## src/rtl/core_fetch_pkg.sv

```systemverilog
// Shared types and default sizing for the hmc-6502 instruction-fetch front end.
package core_fetch_pkg;

  typedef enum logic [1:0] {
    VEC_LO = 2'd0,
    VEC_HI = 2'd1,
    STREAM = 2'd2
  } fetch_state_t;

  localparam int DEF_ADDR_W = 16;
  localparam int DEF_DATA_W = 8;
  localparam int DEF_DEPTH  = 4;
  localparam logic [15:0] DEF_RESET_VEC = 16'hFFFC;

endpackage

```

## src/rtl/core_fetch_unit_if.sv

```systemverilog
// Memory-read and prefetch-queue signals of the fetch unit; master is the fetch unit.
// Handshake: a read completes in any cycle where read_en=1 and mem_ready=1 (no outstanding
// reads), and a byte is popped in any cycle where fetch_valid=1 and fetch_take=1.
interface core_fetch_unit_if #(
  parameter int ADDR_W = 16,
  parameter int DATA_W = 8,
  parameter int DEPTH  = 4
);
  localparam int CW = $clog2(DEPTH + 1);

  logic [ADDR_W-1:0] mem_address;
  logic              read_en;
  logic              mem_ready;
  logic [DATA_W-1:0] mem_data;
  logic              fetch_valid;
  logic [DATA_W-1:0] fetch_data;
  logic [ADDR_W-1:0] fetch_pc;
  logic              fetch_take;
  logic [CW-1:0]     queue_count;

  modport master (
    output mem_address, read_en, fetch_valid, fetch_data, fetch_pc, queue_count,
    input  mem_ready, mem_data, fetch_take
  );

  modport slave (
    input  mem_address, read_en, fetch_valid, fetch_data, fetch_pc, queue_count,
    output mem_ready, mem_data, fetch_take
  );
endinterface

```

## src/rtl/core_fetch_unit_fifo.sv

```systemverilog
// Prefetch queue: circular buffer holding {byte, fetch address} pairs with flush.
module fetch_fifo #(
  parameter int W     = 24,
  parameter int DEPTH = 4
) (
  input  logic                         clk,
  input  logic                         rst,
  input  logic                         flush,
  input  logic                         push,
  input  logic                         pop,
  input  logic [W-1:0]                 push_data,
  output logic [W-1:0]                 head,
  output logic [$clog2(DEPTH+1)-1:0]   count
);
  localparam int PW = $clog2(DEPTH);

  logic [W-1:0]  mem [DEPTH];
  logic [PW-1:0] wr_ptr;
  logic [PW-1:0] rd_ptr;

  // The caller never pushes when full or pops when empty.
  always_ff @(posedge clk) begin
    if (rst || flush) begin
      wr_ptr <= '0;
      rd_ptr <= '0;
      count  <= '0;
    end else begin
      if (push) wr_ptr <= wr_ptr + 1'b1;
      if (pop)  rd_ptr <= rd_ptr + 1'b1;
      case ({push, pop})
        2'b10:   count <= count + 1'b1;
        2'b01:   count <= count - 1'b1;
        default: count <= count;
      endcase
    end
  end

  always_ff @(posedge clk) begin
    if (push && !rst && !flush) mem[wr_ptr] <= push_data;
  end

  assign head = mem[rd_ptr];
endmodule

```

## src/rtl/core_fetch_unit.sv

```systemverilog
// Fetch front end: reads the reset vector, then streams sequential bytes into the prefetch queue.
module core_fetch_unit
  import core_fetch_pkg::*;
#(
  parameter int                ADDR_W    = DEF_ADDR_W,
  parameter int                DATA_W    = DEF_DATA_W,
  parameter int                DEPTH     = DEF_DEPTH,
  parameter logic [ADDR_W-1:0] RESET_VEC = ADDR_W'(DEF_RESET_VEC)
) (
  input  logic              ph1,
  input  logic              reset,
  input  logic              stall,
  input  logic              redirect,
  input  logic [ADDR_W-1:0] redirect_addr,
  core_fetch_unit_if.master bus,
  output fetch_state_t      state_dbg
);
  localparam int CW = $clog2(DEPTH + 1);
  localparam logic [CW-1:0] FULL = CW'(DEPTH);

  fetch_state_t      state, state_next;
  logic [ADDR_W-1:0] ptr;
  logic [DATA_W-1:0] vec_lo;
  logic [CW-1:0]     count;
  logic [DATA_W+ADDR_W-1:0] head;
  logic              req, ack, push, pop, flush, head_valid;
  logic [ADDR_W-1:0] addr;

  // req already excludes reset/stall/redirect, so ack is a real completion.
  assign ack        = req && bus.mem_ready;
  assign push       = (state == STREAM) && ack;
  assign head_valid = !reset && !stall && (count != '0);
  assign pop        = head_valid && bus.fetch_take && !redirect;
  assign flush      = redirect && !stall;

  always_ff @(posedge ph1) begin
    if (reset)       state <= VEC_LO;
    else if (!stall) state <= state_next;
  end

  always_comb begin
    state_next = state;
    if (redirect) begin
      state_next = STREAM;
    end else begin
      case (state)
        VEC_LO:  if (ack) state_next = VEC_HI;
        VEC_HI:  if (ack) state_next = STREAM;
        default: state_next = state;
      endcase
    end
  end

  // Streaming requests look at the registered count, so a full queue being popped stays idle.
  always_comb begin
    req  = 1'b0;
    addr = RESET_VEC;
    case (state)
      VEC_LO: begin
        addr = RESET_VEC;
        req  = 1'b1;
      end
      VEC_HI: begin
        addr = RESET_VEC + ADDR_W'(1);
        req  = 1'b1;
      end
      STREAM: begin
        addr = ptr;
        req  = (count < FULL);
      end
      default: begin
        addr = RESET_VEC;
        req  = 1'b0;
      end
    endcase
    if (reset || stall || redirect) req = 1'b0;
  end

  always_ff @(posedge ph1) begin
    if (reset) begin
      ptr    <= '0;
      vec_lo <= '0;
    end else if (!stall) begin
      if (state == VEC_LO && ack) vec_lo <= bus.mem_data;
      if (redirect)                    ptr <= redirect_addr;
      else if (state == VEC_HI && ack) ptr <= ADDR_W'({bus.mem_data, vec_lo});
      else if (push)                   ptr <= ptr + 1'b1;
    end
  end

  fetch_fifo #(
    .W     (DATA_W + ADDR_W),
    .DEPTH (DEPTH)
  ) u_fifo (
    .clk       (ph1),
    .rst       (reset),
    .flush     (flush),
    .push      (push),
    .pop       (pop),
    .push_data ({bus.mem_data, ptr}),
    .head      (head),
    .count     (count)
  );

  assign bus.mem_address = addr;
  assign bus.read_en     = req;
  assign bus.fetch_valid = head_valid;
  assign bus.fetch_data  = head[DATA_W+ADDR_W-1:ADDR_W];
  assign bus.fetch_pc    = head[ADDR_W-1:0];
  assign bus.queue_count = count;
  assign state_dbg       = state;
endmodule
```

## src/flat_wrapper.sv

```systemverilog
// flat-port wrapper written by rule: the top's interface ports become plain ports
module core_fetch_unit_flat import core_fetch_pkg::*;
#(
  parameter int                ADDR_W    = DEF_ADDR_W,
  parameter int                DATA_W    = DEF_DATA_W,
  parameter int                DEPTH     = DEF_DEPTH,
  parameter logic [ADDR_W-1:0] RESET_VEC = ADDR_W'(DEF_RESET_VEC)
)
  (ph1, reset, stall, redirect, redirect_addr, state_dbg, bus_mem_address, bus_read_en, bus_fetch_valid, bus_fetch_data, bus_fetch_pc, bus_queue_count, bus_mem_ready, bus_mem_data, bus_fetch_take);
  core_fetch_unit_if #(.ADDR_W(ADDR_W), .DATA_W(DATA_W), .DEPTH(DEPTH)) bus_i ();
  input  logic ph1;
  input  logic reset;
  input  logic stall;
  input  logic redirect;
  input  logic [ADDR_W-1:0] redirect_addr;
  output fetch_state_t state_dbg;
  output wire logic [$bits(bus_i.mem_address)-1:0] bus_mem_address;
  output wire logic [$bits(bus_i.read_en)-1:0] bus_read_en;
  output wire logic [$bits(bus_i.fetch_valid)-1:0] bus_fetch_valid;
  output wire logic [$bits(bus_i.fetch_data)-1:0] bus_fetch_data;
  output wire logic [$bits(bus_i.fetch_pc)-1:0] bus_fetch_pc;
  output wire logic [$bits(bus_i.queue_count)-1:0] bus_queue_count;
  input wire logic [$bits(bus_i.mem_ready)-1:0] bus_mem_ready;
  input wire logic [$bits(bus_i.mem_data)-1:0] bus_mem_data;
  input wire logic [$bits(bus_i.fetch_take)-1:0] bus_fetch_take;
  assign bus_mem_address = bus_i.mem_address;
  assign bus_read_en = bus_i.read_en;
  assign bus_fetch_valid = bus_i.fetch_valid;
  assign bus_fetch_data = bus_i.fetch_data;
  assign bus_fetch_pc = bus_i.fetch_pc;
  assign bus_queue_count = bus_i.queue_count;
  assign bus_i.mem_ready = bus_mem_ready;
  assign bus_i.mem_data = bus_mem_data;
  assign bus_i.fetch_take = bus_fetch_take;
  core_fetch_unit #(.ADDR_W(ADDR_W), .DATA_W(DATA_W), .DEPTH(DEPTH), .RESET_VEC(RESET_VEC)) u_core (.ph1(ph1), .reset(reset), .stall(stall), .redirect(redirect), .redirect_addr(redirect_addr), .bus(bus_i), .state_dbg(state_dbg));
endmodule
```

## config.mk

```make
export PLATFORM = sky130hd
export DESIGN_NAME = core_fetch_unit_flat
export DESIGN_NICKNAME = d
export VERILOG_FILES = /design/src/rtl/core_fetch_pkg.sv /design/src/rtl/core_fetch_unit_if.sv /design/src/rtl/core_fetch_unit_fifo.sv /design/src/rtl/core_fetch_unit.sv /design/src/flat_wrapper.sv
export SDC_FILE = /design/constraint.sdc
export NUM_CORES = 1
export LEC_CHECK = 0
export BUFFER_PORTS_ARGS = -buffer_cell sky130_fd_sc_hd__buf_2
export CAP_MARGIN = 20
export CORE_MARGIN = 1
export CORE_UTILIZATION = 54
export CTS_BUF_LIST = sky130_fd_sc_hd__clkbuf_8
export DETAILED_ROUTE_END_ITERATION = 16
export PLACE_DENSITY = 0.74
export SYNTH_ARGS = -nofsm -noshare
export SYNTH_HDL_FRONTEND = slang
export SYNTH_HIERARCHICAL = 1
export SYNTH_SLANG_ARGS = --single-unit
```

## constraint.sdc

```tcl
create_clock -name ph1 -period 2.7 [get_ports ph1]
set_input_delay 0.54 -clock ph1 [delete_from_list [all_inputs] [get_ports ph1]]
set_output_delay 0.54 -clock ph1 [all_outputs]
set_load 0.005 [all_outputs]
```

Word level (Yosys, flattened, before mapping)
Memory sizes are Yosys's and may differ from the RTL's. A register that Yosys moved wholly into a read port is not among the register bits.
Index checks and enable logic that the tools add are counted.

cells by class
  magnitude comparators = 1
  equal/unequal tests = 6
  muxes and demuxes = 15
  reduce and logical (&&, ||, !) cells = 27
  bitwise logic cells = 1
  add/subtract/negate cells = 5

operators with widths
  kind                     count
  $mux W16                 3
  $pmux W16 S2             1
  $add A16 B1 Y16 const B  1
  $logic_and A1 B1 Y1      11
  $mux W2                  5
  $reduce_bool A3 Y1       3
  $ne A3 B2 Y1 const B     2
  $pmux W3 S2              1
  $add A2 B1 Y2 const B    2
  $eq A2 B1 Y1 const B     2
  $eq A2 B2 Y1 const B     2
  $logic_not A1 Y1         4
  $pmux W2 S2              1
  $reduce_and A2 Y1        2
  $reduce_and A4 Y1        1
  $add A3 B1 Y3 const B    1
  $logic_or A1 B1 Y1       3
  $lt A3 B3 Y1 const B     1
  $mux W1                  3
  $sub A3 B1 Y3 const B    1
  $logic_not A2 Y1         1
  $pmux W1 S2              1
  $reduce_bool A2 Y1       1
  $reduce_or A2 Y1         1
  $not A1 Y1               1

word-level totals
  memories = 1
  RAM bits = 96
  register bits = 33
  word-level logic and storage cells = 62

memories
  memory             words  width  read ports  clocked after Yosys merged registers in  wr ports  line                        text
  u_core.u_fifo.mem  4      24     1           1                                        1         core_fetch_unit_fifo.sv:17  logic [W-1:0] mem [DEPTH];

Logic depth before layout (Yosys ltp)
  depth after elaboration = 10
  mapped depth = 13

Hierarchy
Netlist, hierarchy kept.

by module, submodules not included
  module           cells an instance  instances  area an instance (sq um)  seq. area each (sq um)
  fetch_fifo       173                1          3936.3                    3062.9
  core_fetch_unit  254                1          1910.6                    520.5

Least setup slack after synthesis
Ideal clock, no wire load.

  kind = input-to-reg
  start = in reset
  end = reg u_core.u_fifo.count[2]
  data arrival time = 2.686 ns
  setup time = 0.070 ns
  slack = -0.056 ns
  path buffers = 2
  required time = 2.630 ns
  stages on the path = 11
  path through = buf_2 or2_2 clkbuf_1 nor2_1 and3_1 ha_1 inv_1 fa_1 xor2_1 or3_1 a21oi_1

on the way
  word-level cells in the longest chain between the ends = 7
  elaborated cells between the ends (all ways) = 15

ends and longest elaborated chain
  element                                            line                        text
  start, declared                                    flat_wrapper.sv:12          input logic reset;
  $logic_not A1 Y1 *                                 core_fetch_unit.sv:32       assign head_valid = !reset && !stall && (count != '0);
  $logic_and A1 B1 Y1 * (2 in series)                core_fetch_unit.sv:32
  named net bus_fetch_valid                          flat_wrapper.sv:19          output wire logic [$bits(bus_i.fetch_valid)-1:0] bus_fetch_valid;
  $logic_and A1 B1 Y1 * (2 in series)                core_fetch_unit.sv:33       assign pop = head_valid && bus.fetch_take && !redirect;
  named net u_core.pop                               core_fetch_unit.sv:26       logic req, ack, push, pop, flush, head_valid;
  $eq A2 B1 Y1 or $eq A2 B2 Y1 (tied branches)       core_fetch_unit_fifo.sv:30  case ({push, pop})
  $pmux W3 S2 or $reduce_bool A2 Y1 (tied branches)  n/a
  end signal, assigned                               core_fetch_unit_fifo.sv:31  2'b10: count <= count + 1'b1;
  end signal, assigned                               core_fetch_unit_fifo.sv:32  2'b01: count <= count - 1'b1;
  end signal, assigned                               core_fetch_unit_fifo.sv:33  default: count <= count;
  end, declared                                      core_fetch_unit_fifo.sv:13  output logic [$clog2(DEPTH+1)-1:0] count

The timed path passes the listed nets; every way through them passes the cells marked *.
A chain may end at the register's enable or synchronous reset.

Worst setup path after layout
  start = reg u_core.state[0], in the netlist u_core/state_dbg[0]
  end = reg u_core.u_fifo.count[2]

on the way
  word-level cells in the longest chain between the ends = 8
  elaborated cells between the ends (all ways) = 12

ends and longest elaborated chain
  element                                            line                        text
  start, declared                                    core_fetch_unit.sv:21       fetch_state_t state, state_next;
  start signal, assigned                             core_fetch_unit.sv:38       else if (!stall) state <= state_next;
  $eq A2 B1 Y1 or $logic_not A2 Y1 (tied branches)   core_fetch_unit.sv:58       case (state)
  $reduce_or A2 Y1 (no source line)                  n/a
  $pmux W1 S2                                        core_fetch_unit.sv:58
  $mux W1                                            core_fetch_unit.sv:76       if (reset || stall || redirect) req = 1'b0;
  $logic_and A1 B1 Y1                                core_fetch_unit.sv:30       assign ack = req && bus.mem_ready;
  $logic_and A1 B1 Y1 *                              core_fetch_unit.sv:31       assign push = (state == STREAM) && ack;
  named net u_core.push                              core_fetch_unit.sv:26
  $eq A2 B1 Y1 or $eq A2 B2 Y1 (tied branches)       core_fetch_unit_fifo.sv:30
  $pmux W3 S2 or $reduce_bool A2 Y1 (tied branches)  n/a

Marked as above.

==> results.json <==
{
  "path_buf_inv": 3,
  "nets": 561,
  "drive_gt1_share_pct": 30.39,
  "hp-class": "input port to flip-flop",
  "ios": 77,
  "rows": 37,
  "htree_levels": 4,
  "crit_arrival_ps": 2980,
  "post_dp_cell_area_um2": 6476,
  "overflow": 0,
  "grt_pass1_vias": 3953,
  "cp.required_ps": 3070,
  "antenna_found_initial": 0,
  "worstSetupStartpoint": "u_core/state_dbg[0]",
  "async_flop_share_pct": 0,
  "port_buffers": 76,
  "cp-start-kind": "flip-flop",
  "start_util_pct": 56.13,
  "rr_startpoint": "u_core/state_dbg[0]",
  "clockRootBuffer": "clkbuf_8",
  "timing.final.crit_share_pct": 96.46,
  "wl_mm": 13.17,
  "synth_enable_flop_cells": 96,
  "path_common_cell": "inv_1",
  "timing.setup.tns_ps": 0,
  "status": "complete, no violations",
  "final_area_um2": 6887,
  "ys_seq_area_share_pct": 61.29,
  "critical_path.max_fanout": 4,
  "cp_top_family": "simple AND/OR/NAND/NOR gates",
  "numCtsBuffers": 17,
  "mappedNetlistNets": 468,
  "p_per_area_nw_per_um2": 585.7,
  "grt_use_total_pct": 24.99,
  "vdd.ir_drop.worst_mv": 0.3156,
  "clockBufferDepth": 2,
  "synth_ff_type": "edfxtp_1",
  "hold_start": "bus_mem_data[5]",
  "area_growth_pct": 17.78,
  "finClkSkew_ps": 13.91,
  "cts_sinks": 131,
  "tightest_slew_ps": 798.1,
  "die-width_um": 106.1,
  "core_um2": 10420,
  "drv_cap": 0,
  "crit_path_top_delay_cell": "fa_1",
  "grt_max_degree": 29,
  "design.die.area_um2": 11250,
  "hold_violations": 0,
  "yosys_warnings": 6,
  "ant_nets": 0,
  "path_cells": "inv_1, ha_1, or2_4, nor2_4, and4b_1, inv_1, ha_2, inv_1, fa_1, xor2_1, or3_1, a21oi_1",
  "firstDrtPassIters": 6,
  "fmax_mhz": 384.0,
  "synth_cell_types": 57,
  "synth_cells": 427,
  "dp_hpwl_mm": 8.558,
  "viasPerCell": 6.067,
  "final_max_slew_viol_count": 0,
  "max_stage_delay_ps": 370,
  "period_needed_ps": 2604,
  "route.detailed.drc": 0,
  "p_leak_nw": 2.506,
  "setup_viol": 0,
  "grt_pass1_wl_mm": 20.72,
  "rsz0062_at_grt": "false",
  "diodes": 0,
  "syn_avg_cell_area_um2": 13.69,
  "fp.dieH_um": 106.1,
  "insertion_delay_ps": 440,
  "relSlewSlack_pct": 46.74,
  "drtIter0Drc": 426,
  "ctsHoldBuffers": 0,
  "r2r_setup_slack_ps": 100,
  "end_kind": "flip-flop",
  "ys_ff_latch": 131,
  "power.total_w": 0.004034,
  "gp_congestion": 0.8969,
  "cts_tree": "yes",
  "syn-cell-area_um2": 5847,
  "clkTransAtPathRegs_ps": 80,
  "num_vias": 4059,
  "wire_per_inst_um": 19.68,
  "criticalPathCategory": "flip-flop to flip-flop"
}
-- kinds of logic after synthesis --
group	share of synthesized area, %
mux	11.21
xor+xnor	1.198
simple gates	12.01
compound gates	8.282
flops	61.29
buf+inv	3.531
fa+ha+maj	2.482
-- sequential cells by signal, summed over array words and instances (netlist names), named ones only --
| register | flops |
|---|---|
| u_core/u_fifo/mem | 96 |
| u_core/ptr | 16 |
| u_core/state_dbg | 2 |
| u_core/u_fifo/wr_ptr | 2 |
| u_core/u_fifo/count | 3 |
| u_core/vec_lo | 8 |
| u_core/u_fifo/rd_ptr | 2 |
-- worst register-to-register path, stage by stage, from the launching register on --
cell	delay, ps
dfxtp_2	360
inv_1	70
ha_1	220
or2_4	260
nor2_4	110
and4b_1	210
inv_1	70
ha_2	180
inv_1	50
fa_1	370
xor2_1	190
or3_1	310
a21oi_1	140
-- layout make-up --
class	instances	area (um^2)
Sequential cell	131	3585
Fill cell	770	3530
Multi-Input combinational cell	254	2072
Timing Repair Buffer	100	610.6
Clock buffer	17	234.0
Tap cell	136	170.2
Clock inverter	15	155.1
Inverter	16	60.06
-- cells in the mapped netlist, types with 10 or more instances --
cell       n  area share (%)
edfxtp_1  96              49
nand2_1   42             2.7
dfxtp_1   35              12
mux4_2    20             7.7
nor2_1    20             1.3
inv_1     16             1.0
nor3_1    16             1.4
clkbuf_1  15            0.96
nand3_1   12             1.0
and3_1    11             1.2
ha_1      10             2.1
mux2i_1   10             1.7
o21ai_0   10            0.86
-- worst paths after layout --
check | endpoint | cells past startpoint
max reg2reg | u_core/u_fifo/count[2] | 12
min reg2reg | u_core/vec_lo[5] | 2
max | u_core/u_fifo/count[2] | 12
min | u_core/u_fifo/mem[3][21] | 1
-- cell usage in the layout (no fill, tap or decap), types with 5 or more instances in the layout --
cell	synthesis	layout
nor3_1	16	16
a31oi_1	6	6
xor2_1	6	6
mux4_2	20	20
inv_1	16	16
clkbuf_8	0	17
ha_1	10	9
a41o_1	5	5
buf_2	6	76
dfxtp_1	35	34
buf_4	0	20
nor2_1	20	18
mux2i_1	10	10
clkinvlp_4	0	5
a21oi_1	6	6
edfxtp_1	96	96
and3_1	11	11
and2_1	7	7
o21ai_0	10	10
nand2_1	42	42
a311oi_1	7	7
nand3_1	12	12
-- per-stage QoR --
step | util [%] | instances | hold slack (ps) | setup slack (ps)
after floorplan | - | 427 | 454.2 | 18.07
after detailed placement | 62.17 | 636 | 476.3 | -27.82
after global placement | 62.17 | 636 | 472.3 | 115.1
after global routing | 66.11 | 669 | 337.4 | 4.931
final | 66.11 | 669 | 358.6 | 95.62
after CTS | 65.92 | 668 | 326.1 | 3.398
-- metal layers --
layer  GRT usage, %  vias up  part of all wire (%)
met5              0        -                     0
met4          9.524        0                   2.0
met3          6.254       21                   7.8
met2          39.31      208                    48
met1          33.67     1988                    42
li1               -     1842                     -
-- where the power goes --
part | internal, W | total (W) | switching (W)
combinational | 0.0000978 | 0.000233 | 0.000135
sequential | 0.00217 | 0.00221 | 0.0000345
clock | 0.000823 | 0.00160 | 0.000773
-- repair_timing --
item,4_1_cts,5_1_grt
setup buffers,0,1
setup endpoints to repair,1,1
resized for setup,1,4
Power figures use the tool's default switching activity.
